[src/rtl/wb_prefetch_pkg.sv]
// wb_prefetch_pkg
// Shared definitions for the Wishbone instruction prefetcher:
//   state_t          - bus FSM encoding (IDLE / BUS)
//   WB_SEL_WORD      - byte-lane select driven on every fetch
//   WB_TGA_MEM       - address tag selecting memory space
//   RESET_PC_DEFAULT - default first fetch address after reset
package wb_prefetch_pkg;

    typedef enum logic {
        IDLE = 1'b0,
        BUS  = 1'b1
    } state_t;

    localparam logic [1:0]  WB_SEL_WORD      = 2'b11;
    localparam logic        WB_TGA_MEM       = 1'b0;
    localparam logic [31:0] RESET_PC_DEFAULT = 32'h0000_1000;

endpackage

[src/rtl/prefetch_fifo.sv]
// prefetch_fifo
// DEPTH x WIDTH synchronous FIFO holding {instruction, address} pairs.
// Ports:
//   clk, rst      - clock, synchronous active-high reset
//   push, push_data - write request and data (dropped when full without pop)
//   pop           - remove head (ignored when empty)
//   flush         - empty the FIFO; a push in the same cycle is discarded
//   head          - registered copy of the head entry after this cycle's ops
//   count, empty, full - occupancy status
// Valid/ready: an entry is consumed only on a cycle where pop is high and
// empty is low; a push is accepted when not full (or when a pop frees a slot).
module prefetch_fifo #(
    parameter int DEPTH = 4,
    parameter int WIDTH = 64
) (
    input  logic                       clk,
    input  logic                       rst,
    input  logic                       push,
    input  logic [WIDTH-1:0]           push_data,
    input  logic                       pop,
    input  logic                       flush,
    output logic [WIDTH-1:0]           head,
    output logic [$clog2(DEPTH):0]     count,
    output logic                       empty,
    output logic                       full
);

    localparam int AW = $clog2(DEPTH);
    localparam int CW = AW + 1;

    logic [WIDTH-1:0] mem [DEPTH];
    logic [AW-1:0]    wr_ptr;
    logic [AW-1:0]    rd_ptr;
    logic [CW-1:0]    count_q;
    logic [WIDTH-1:0] head_q;

    logic             pop_eff;
    logic             push_eff;
    logic [CW-1:0]    count_after_pop;

    assign empty           = (count_q == '0);
    assign full            = (count_q == CW'(DEPTH));
    assign pop_eff         = pop & ~empty;
    assign push_eff        = push & ~flush & (~full | pop_eff);
    assign count_after_pop = count_q - CW'(pop_eff);

    always_ff @(posedge clk) begin
        if (push_eff) begin
            mem[wr_ptr] <= push_data;
        end
    end

    always_ff @(posedge clk) begin
        if (rst) begin
            wr_ptr  <= '0;
            rd_ptr  <= '0;
            count_q <= '0;
            head_q  <= '0;
        end else if (flush) begin
            wr_ptr  <= '0;
            rd_ptr  <= '0;
            count_q <= '0;
        end else begin
            if (push_eff) begin
                wr_ptr <= wr_ptr + AW'(1);
            end
            if (pop_eff) begin
                rd_ptr <= rd_ptr + AW'(1);
            end
            count_q <= count_after_pop + CW'(push_eff);
            // The head register tracks what the head will be after this edge:
            // a push into an (effectively) empty FIFO bypasses straight to it,
            // otherwise a pop exposes the next stored entry.
            if (push_eff && (count_after_pop == '0)) begin
                head_q <= push_data;
            end else if (pop_eff && (count_after_pop != '0)) begin
                head_q <= mem[rd_ptr + AW'(1)];
            end
        end
    end

    assign head  = head_q;
    assign count = count_q;

endmodule

[src/rtl/wb_prefetch.sv]
// wb_prefetch
// Wishbone classic read master that fetches sequential 32-bit instruction
// words from fetch_pc and buffers {word, address} in a small FIFO for the
// fetch stage. A branch flushes the FIFO, abandons any bus cycle and restarts
// fetching at the (word-aligned) target.
// Optional feature macro: WB_PREFETCH_TIMEOUT_EN - ack watchdog; after TIMEOUT
// unacknowledged BUS cycles the request is dropped, err_o pulses and the same
// address is retried.
// Ports:
//   clk_i, rst_i               - clock, synchronous active-high reset
//   branch_i, branch_target_i  - flush and redirect
//   pop_i, valid_o             - consumer handshake on the FIFO head
//   insn_o, insn_adr_o         - head word and its byte address
//   wb_*                       - Wishbone classic master (read only)
//   err_o                      - bus timeout pulse (0 without the feature)
//   dbg_state                  - current bus FSM state
// Handshake: the head is consumed on a cycle where valid_o and pop_i are both
// high; pop_i while valid_o is low, or together with branch_i, has no effect.
module wb_prefetch
    import wb_prefetch_pkg::*;
#(
    parameter int          DEPTH    = 4,
    parameter logic [31:0] RESET_PC = RESET_PC_DEFAULT,
    parameter int          TIMEOUT  = 16
) (
    input  logic        clk_i,
    input  logic        rst_i,
    input  logic        branch_i,
    input  logic [31:0] branch_target_i,
    input  logic        pop_i,
    output logic        valid_o,
    output logic [31:0] insn_o,
    output logic [31:0] insn_adr_o,
    output logic [31:0] wb_adr_o,
    input  logic [31:0] wb_dat_i,
    output logic        wb_we_o,
    output logic [1:0]  wb_sel_o,
    output logic        wb_tga_o,
    output logic        wb_stb_o,
    output logic        wb_cyc_o,
    input  logic        wb_ack_i,
    output logic        err_o,
    output state_t      dbg_state
);

    localparam int CW = $clog2(DEPTH) + 1;

    if (DEPTH < 2 || (DEPTH & (DEPTH - 1)) != 0 || TIMEOUT < 1) begin : g_bad_param
        $error("wb_prefetch: DEPTH must be a power of 2 >= 2 and TIMEOUT >= 1");
    end

    state_t        state;
    logic [31:0]   fetch_pc;
    logic          cyc_q;

    logic          push;
    logic          pop_eff;
    logic [63:0]   fifo_head;
    logic [CW-1:0] fifo_count;
    logic          fifo_empty;
    logic          fifo_full;
    logic [CW-1:0] count_after;
    logic          tmo_hit;
    logic          unused_tgt_lsb;

    // Bits [1:0] of the target are forced to zero.
    assign unused_tgt_lsb = ^branch_target_i[1:0];

    assign push        = (state == BUS) & wb_ack_i & ~branch_i;
    assign pop_eff     = pop_i & ~fifo_empty;
    assign count_after = fifo_count + CW'(push) - CW'(pop_eff);

    prefetch_fifo #(
        .DEPTH (DEPTH),
        .WIDTH (64)
    ) u_fifo (
        .clk       (clk_i),
        .rst       (rst_i),
        .push      (push),
        .push_data ({wb_dat_i, fetch_pc}),
        .pop       (pop_i),
        .flush     (branch_i),
        .head      (fifo_head),
        .count     (fifo_count),
        .empty     (fifo_empty),
        .full      (fifo_full)
    );

`ifdef WB_PREFETCH_TIMEOUT_EN
    localparam int TW = $clog2(TIMEOUT + 1);

    logic [TW-1:0] tmo_cnt;
    logic          err_q;

    assign tmo_hit = (state == BUS) & ~wb_ack_i & (tmo_cnt == TW'(TIMEOUT - 1));

    always_ff @(posedge clk_i) begin
        if (rst_i || branch_i) begin
            tmo_cnt <= '0;
            err_q   <= 1'b0;
        end else begin
            err_q <= tmo_hit;
            if (state != BUS || wb_ack_i || tmo_hit) begin
                tmo_cnt <= '0;
            end else begin
                tmo_cnt <= tmo_cnt + TW'(1);
            end
        end
    end

    assign err_o = err_q;
`else
    assign tmo_hit = 1'b0;
    assign err_o   = 1'b0;
`endif

    // Bus FSM. cyc/stb are one register; wb_adr_o is fetch_pc itself, so all
    // Wishbone outputs come straight from flops.
    always_ff @(posedge clk_i) begin
        if (rst_i) begin
            state    <= IDLE;
            fetch_pc <= RESET_PC;
            cyc_q    <= 1'b0;
        end else if (branch_i) begin
            state    <= IDLE;
            fetch_pc <= {branch_target_i[31:2], 2'b00};
            cyc_q    <= 1'b0;
        end else begin
            case (state)
                IDLE: begin
                    if (!fifo_full) begin
                        state <= BUS;
                        cyc_q <= 1'b1;
                    end
                end
                BUS: begin
                    if (wb_ack_i) begin
                        fetch_pc <= fetch_pc + 32'd4;
                        // Only keep requesting while a slot is guaranteed free.
                        if (count_after >= CW'(DEPTH)) begin
                            state <= IDLE;
                            cyc_q <= 1'b0;
                        end
                    end else if (tmo_hit) begin
                        state <= IDLE;
                        cyc_q <= 1'b0;
                    end
                end
                default: begin
                    state <= IDLE;
                    cyc_q <= 1'b0;
                end
            endcase
        end
    end

    assign wb_adr_o   = fetch_pc;
    assign wb_cyc_o   = cyc_q;
    assign wb_stb_o   = cyc_q;
    assign wb_we_o    = 1'b0;
    assign wb_sel_o   = WB_SEL_WORD;
    assign wb_tga_o   = WB_TGA_MEM;
    assign valid_o    = ~fifo_empty;
    assign insn_o     = fifo_head[63:32];
    assign insn_adr_o = fifo_head[31:0];
    assign dbg_state  = state;

endmodule

[config.mk]
export PLATFORM = sky130hd
export DESIGN_NAME = wb_prefetch
export DESIGN_NICKNAME = d
export VERILOG_FILES = /design/src/rtl/wb_prefetch_pkg.sv /design/src/rtl/prefetch_fifo.sv /design/src/rtl/wb_prefetch.sv
export SDC_FILE = /design/constraint.sdc
export NUM_CORES = 1
export LEC_CHECK = 0
export CORE_ASPECT_RATIO = 1.25
export CORE_MARGIN = 10
export CORE_UTILIZATION = 35
export DETAILED_ROUTE_END_ITERATION = 16
export PLACE_DENSITY_LB_ADDON = 0.3
export SETUP_SLACK_MARGIN = 0.1
export SLEW_MARGIN = 20
export SYNTH_ARGS = -nofsm -noshare
export SYNTH_HDL_FRONTEND = slang
export SYNTH_SLANG_ARGS = --single-unit
[constraint.sdc]
create_clock -name clk_i -period 6.91 [get_ports clk_i]
set_input_delay 1.382 -clock clk_i [delete_from_list [all_inputs] [get_ports clk_i]]
set_output_delay 1.382 -clock clk_i [all_outputs]
set_load 0.1 [all_outputs]
==> summary.md <==
| Metric | Value |
|---|---|
| Outcome | finished, final reports clean |
| Worst slew pin tran | 1.106 ns |
| Fmax | 225.1 MHz |
| Post-Synth Adder-Cell Area | 0.9714% |
| Post-synthesis sequential area ratio | 66.83% |
| Primary FF master, synth | edfxtp_1 |
| FFs w/ async S/R, synth | 0% |
| Wirelength, routed | 36500 um |
| Complex-gate fraction of the synthesized area | 9.352% |
| Drt wl/cell | 23.26 um |
| Pins Over Slew Limit | 0 |
| Relative slew margins | 26.04% |
| Cell mode on critical path | ha_1 |
| Crit path launch type | input port |
| Ports | 174 |
| CTS resizes | 0 |
| Post-DP HPWL | 20860 um |
| VDD IR-drop max | 0.1330 mV |
| CTS tree | yes |
| Flop-to-flop setup slack | 3.09 ns |
| Post-synth EDFFs | 248 |
| DRC violations left | 0 |
| Post-CTS Setup Bufs | 0 |
| Reg2reg path depth | 9 |
| CTS Hold Bufs | 0 |
| Initial DRT Pass Iterations | 6 |
| Synth area leader | edfxtp_1 |
| Core Area | 40010 um2 |
| Clock Tree Root | clkbuf_16 |
| Top cell type's share of synthesized area | 52.56% |
| CTS Sinks | 349 |
| Initial antenna violation count | 0 |
| Die height | 245.0 um |
| Post-synth cell types | 49 |
| Post-synthesis mux area share | 14.38% |
| Cells taking the most area after synthesis | edfxtp_1 (53%), dfxtp_1 (14%), mux4_2 (9.9%) |
| CP endpoint kind | flip-flop |
| GRT Total Usage | 14.67% |
| CP Class | input port to flip-flop |
| Max FO, Critical Path | 41 |
| Post-synthesis cell count | 905 |
| Fin nets | 1119 |
| Synth Area per Inst | 15.66 um2 |
| Die area | 48980 um2 |
| RSZ-0062 raised after global routing | false |
| Critical path's largest stage delay | 0.63 ns |
| Critical path buffers and inverters | 2 |
| Grt ovf | 0 |
| Hold Path Class | flip-flop to flip-flop |
| Req. time, crit path | 7.27 ns |
| Total Power | 4.988 mW |
| Leakage power | 5.768 nW |
| Final hold vios | 0 |
| Hold path cells | 1 |
| IO buf count | 162 |
| Initial cell density of the core | 35.41% |
| Design area | 17360 um2 |
| Initial drt markers | 543 |
| Setup TNS | 0 ns |
| Final period util | 64.29% |
| Crit-path leading delay family | buffers and inverters |
| XOR/XNOR Fraction of Synth Area | 0.8036% |
| Clk_lat worst skew | 0.52 ns |
| Setup violations, final | 0 |
| Pin count of the biggest net entering global routing | 65 |
| Post-synthesis simple-gate area fraction | 4.689% |
| Max-cap check violation count | 0 |
| Number of diodes | 0 |
| Ys Warns | 0 |
| Post-synthesis sequential element count | 349 |
| Synthesized area | 14170 um2 |
| Vias in the first global route | 8896 |
| Row count | 82 |
| Layout cells sized above 1 | 13.05% |
| Post-Route Skew | 0.01549 ns |
| Post-synth top cells | edfxtp_1 (248), dfxtp_1 (101), a211oi_1 (68), a31oi_1 (66), mux2i_1 (64) |
| Area delta synth->final | 22.50% |
| Via count | 8598 |
| Top-count cell post-synth | edfxtp_1 |
| Power density cells | 287.4 nW/um2 |
| Placed Area | 16190 um2 |
| Post-route ant nets | 0 |
| Clock Pin Slew Worst Setup and Hold Paths | 0.06 ns |
| Worst path cell trace | clkdlybuf4s50_1 -> and2_1 -> ha_1 -> ha_1 -> xnor2_1 -> a31o_4 -> and3_2 -> buf_4 -> a211oi_1 |
| Depth of the CTS H-tree | 2 |
| First-pass GRT wire length | 54670 um |
| Total CTS buffers | 36 |
| Die width | 200.0 um |
| Max clock buf depth | 3 |
| Slowest-stage cell, CP | xnor2_1 |
| GP Congestion | 0.7378 |
| WP data arrival | 4.80 ns |
| Vias per cell | 5.480 |
| Largest family of logic cells by synthesized area | multiplexers |
| Crit path time final | 4.442 ns |
| Crit path depth | 9 |
[worst paths after layout]
| kind | start | end |
|---|---|---|
| max | pop_i | u_fifo.head[48]$_SDFFE_PP0P_ |
| min | wb_cyc_o$_SDFFE_PP0P_ | wb_cyc_o$_SDFFE_PP0P_ |
| max reg2reg | u_fifo.count[1]$_SDFF_PP0_ | u_fifo.head[48]$_SDFFE_PP0P_ |
| min reg2reg | wb_cyc_o$_SDFFE_PP0P_ | wb_cyc_o$_SDFFE_PP0P_ |
[power by group]
| part | switching, mW | internal, mW |
|---|---|---|
| combinational | 0.524 | 0.172 |
| clock | 0.792 | 1.15 |
| sequential | 0.0593 | 2.30 |
| total | 1.38 | 3.61 |
[flip-flops by register name (all words and copies together) (netlist names)]
| signal | count |
|---|---|
| u_fifo.count | 3 |
| wb_cyc_o | 1 |
| wb_adr_o | 30 |
| dbg_state | 1 |
| u_fifo.mem | 248 |
| u_fifo.wr_ptr | 2 |
| u_fifo.head | 62 |
| u_fifo.rd_ptr | 2 |
[metrics by stage]
stage | hold slack, ns | worst slack (ns) | utilization (%) | cells
floorplan | 0.5136 | 3.089 | - | 912
global placement | 0.5337 | 2.025 | 40.47 | 1505
detailed placement | 0.5362 | 1.940 | 40.47 | 1505
CTS | 0.5526 | 2.488 | 43.38 | 1569
global route | 0.5682 | 2.315 | 43.38 | 1569
finish | 0.5430 | 2.468 | 43.38 | 1569
[area by class of cell]
class | count | area [um2]
fillers | 3581 | 22660
clock buffers | 47 | 973.4
repair buffers | 170 | 1679
clock inverters | 17 | 190.2
multi-input cells | 471 | 4365
well taps | 504 | 630.6
flip-flops and latches | 349 | 9477
inverters | 11 | 41.29
[kinds of logic (layout without fill, tap and decap cells)]
| family | count (synthesis) | after routing |
|---|---|---|
| mux | 126 | 126 |
| xor+xnor | 13 | 13 |
| buf+inv | 92 | 245 |
| compound gates | 187 | 187 |
| flops | 349 | 349 |
| other cells | 2 | 9 |
| fa+ha+maj | 11 | 11 |
| simple gates | 125 | 125 |
[cell usage in the layout, fill, tap and decap left out, types with 5 or more instances in the layout]
cell / instances
edfxtp_1: 248
clkdlybuf4s50_1: 161
dfxtp_1: 99
a211oi_1: 68
a31oi_1: 65
mux2i_1: 64
mux4_2: 62
clkbuf_16: 37
nor2_1: 36
nand2_1: 16
a311oi_1: 16
or3_1: 11
nand3_1: 11
o21ai_0: 11
ha_1: 11
inv_1: 10
or4_1: 10
nand4_1: 9
conb_1: 9
clkbuf_1: 9
buf_4: 9
xnor2_1: 7
o31ai_1: 7
clkinv_2: 7
xor2_1: 6
nor3_1: 5
[per-layer routing]
metal	part of all wire, %	up-vias	GRT usage [%]
met1	42	4440	17.90
met2	50	198	24.95
met4	2.9	0	5.465
met5	0	-	0
met3	5.1	51	3.067
li1	-	3909	-
[worst register-to-register path: stages (launching register included)]
cell,delay (ns)
dfxtp_1,0.33
or3_1,0.44
and2_1,0.24
ha_1,0.21
ha_1,0.19
xnor2_1,0.63
a31o_4,0.26
and3_2,0.56
buf_4,0.62
a211oi_1,0.19
(Power assumes the default switching activity.)
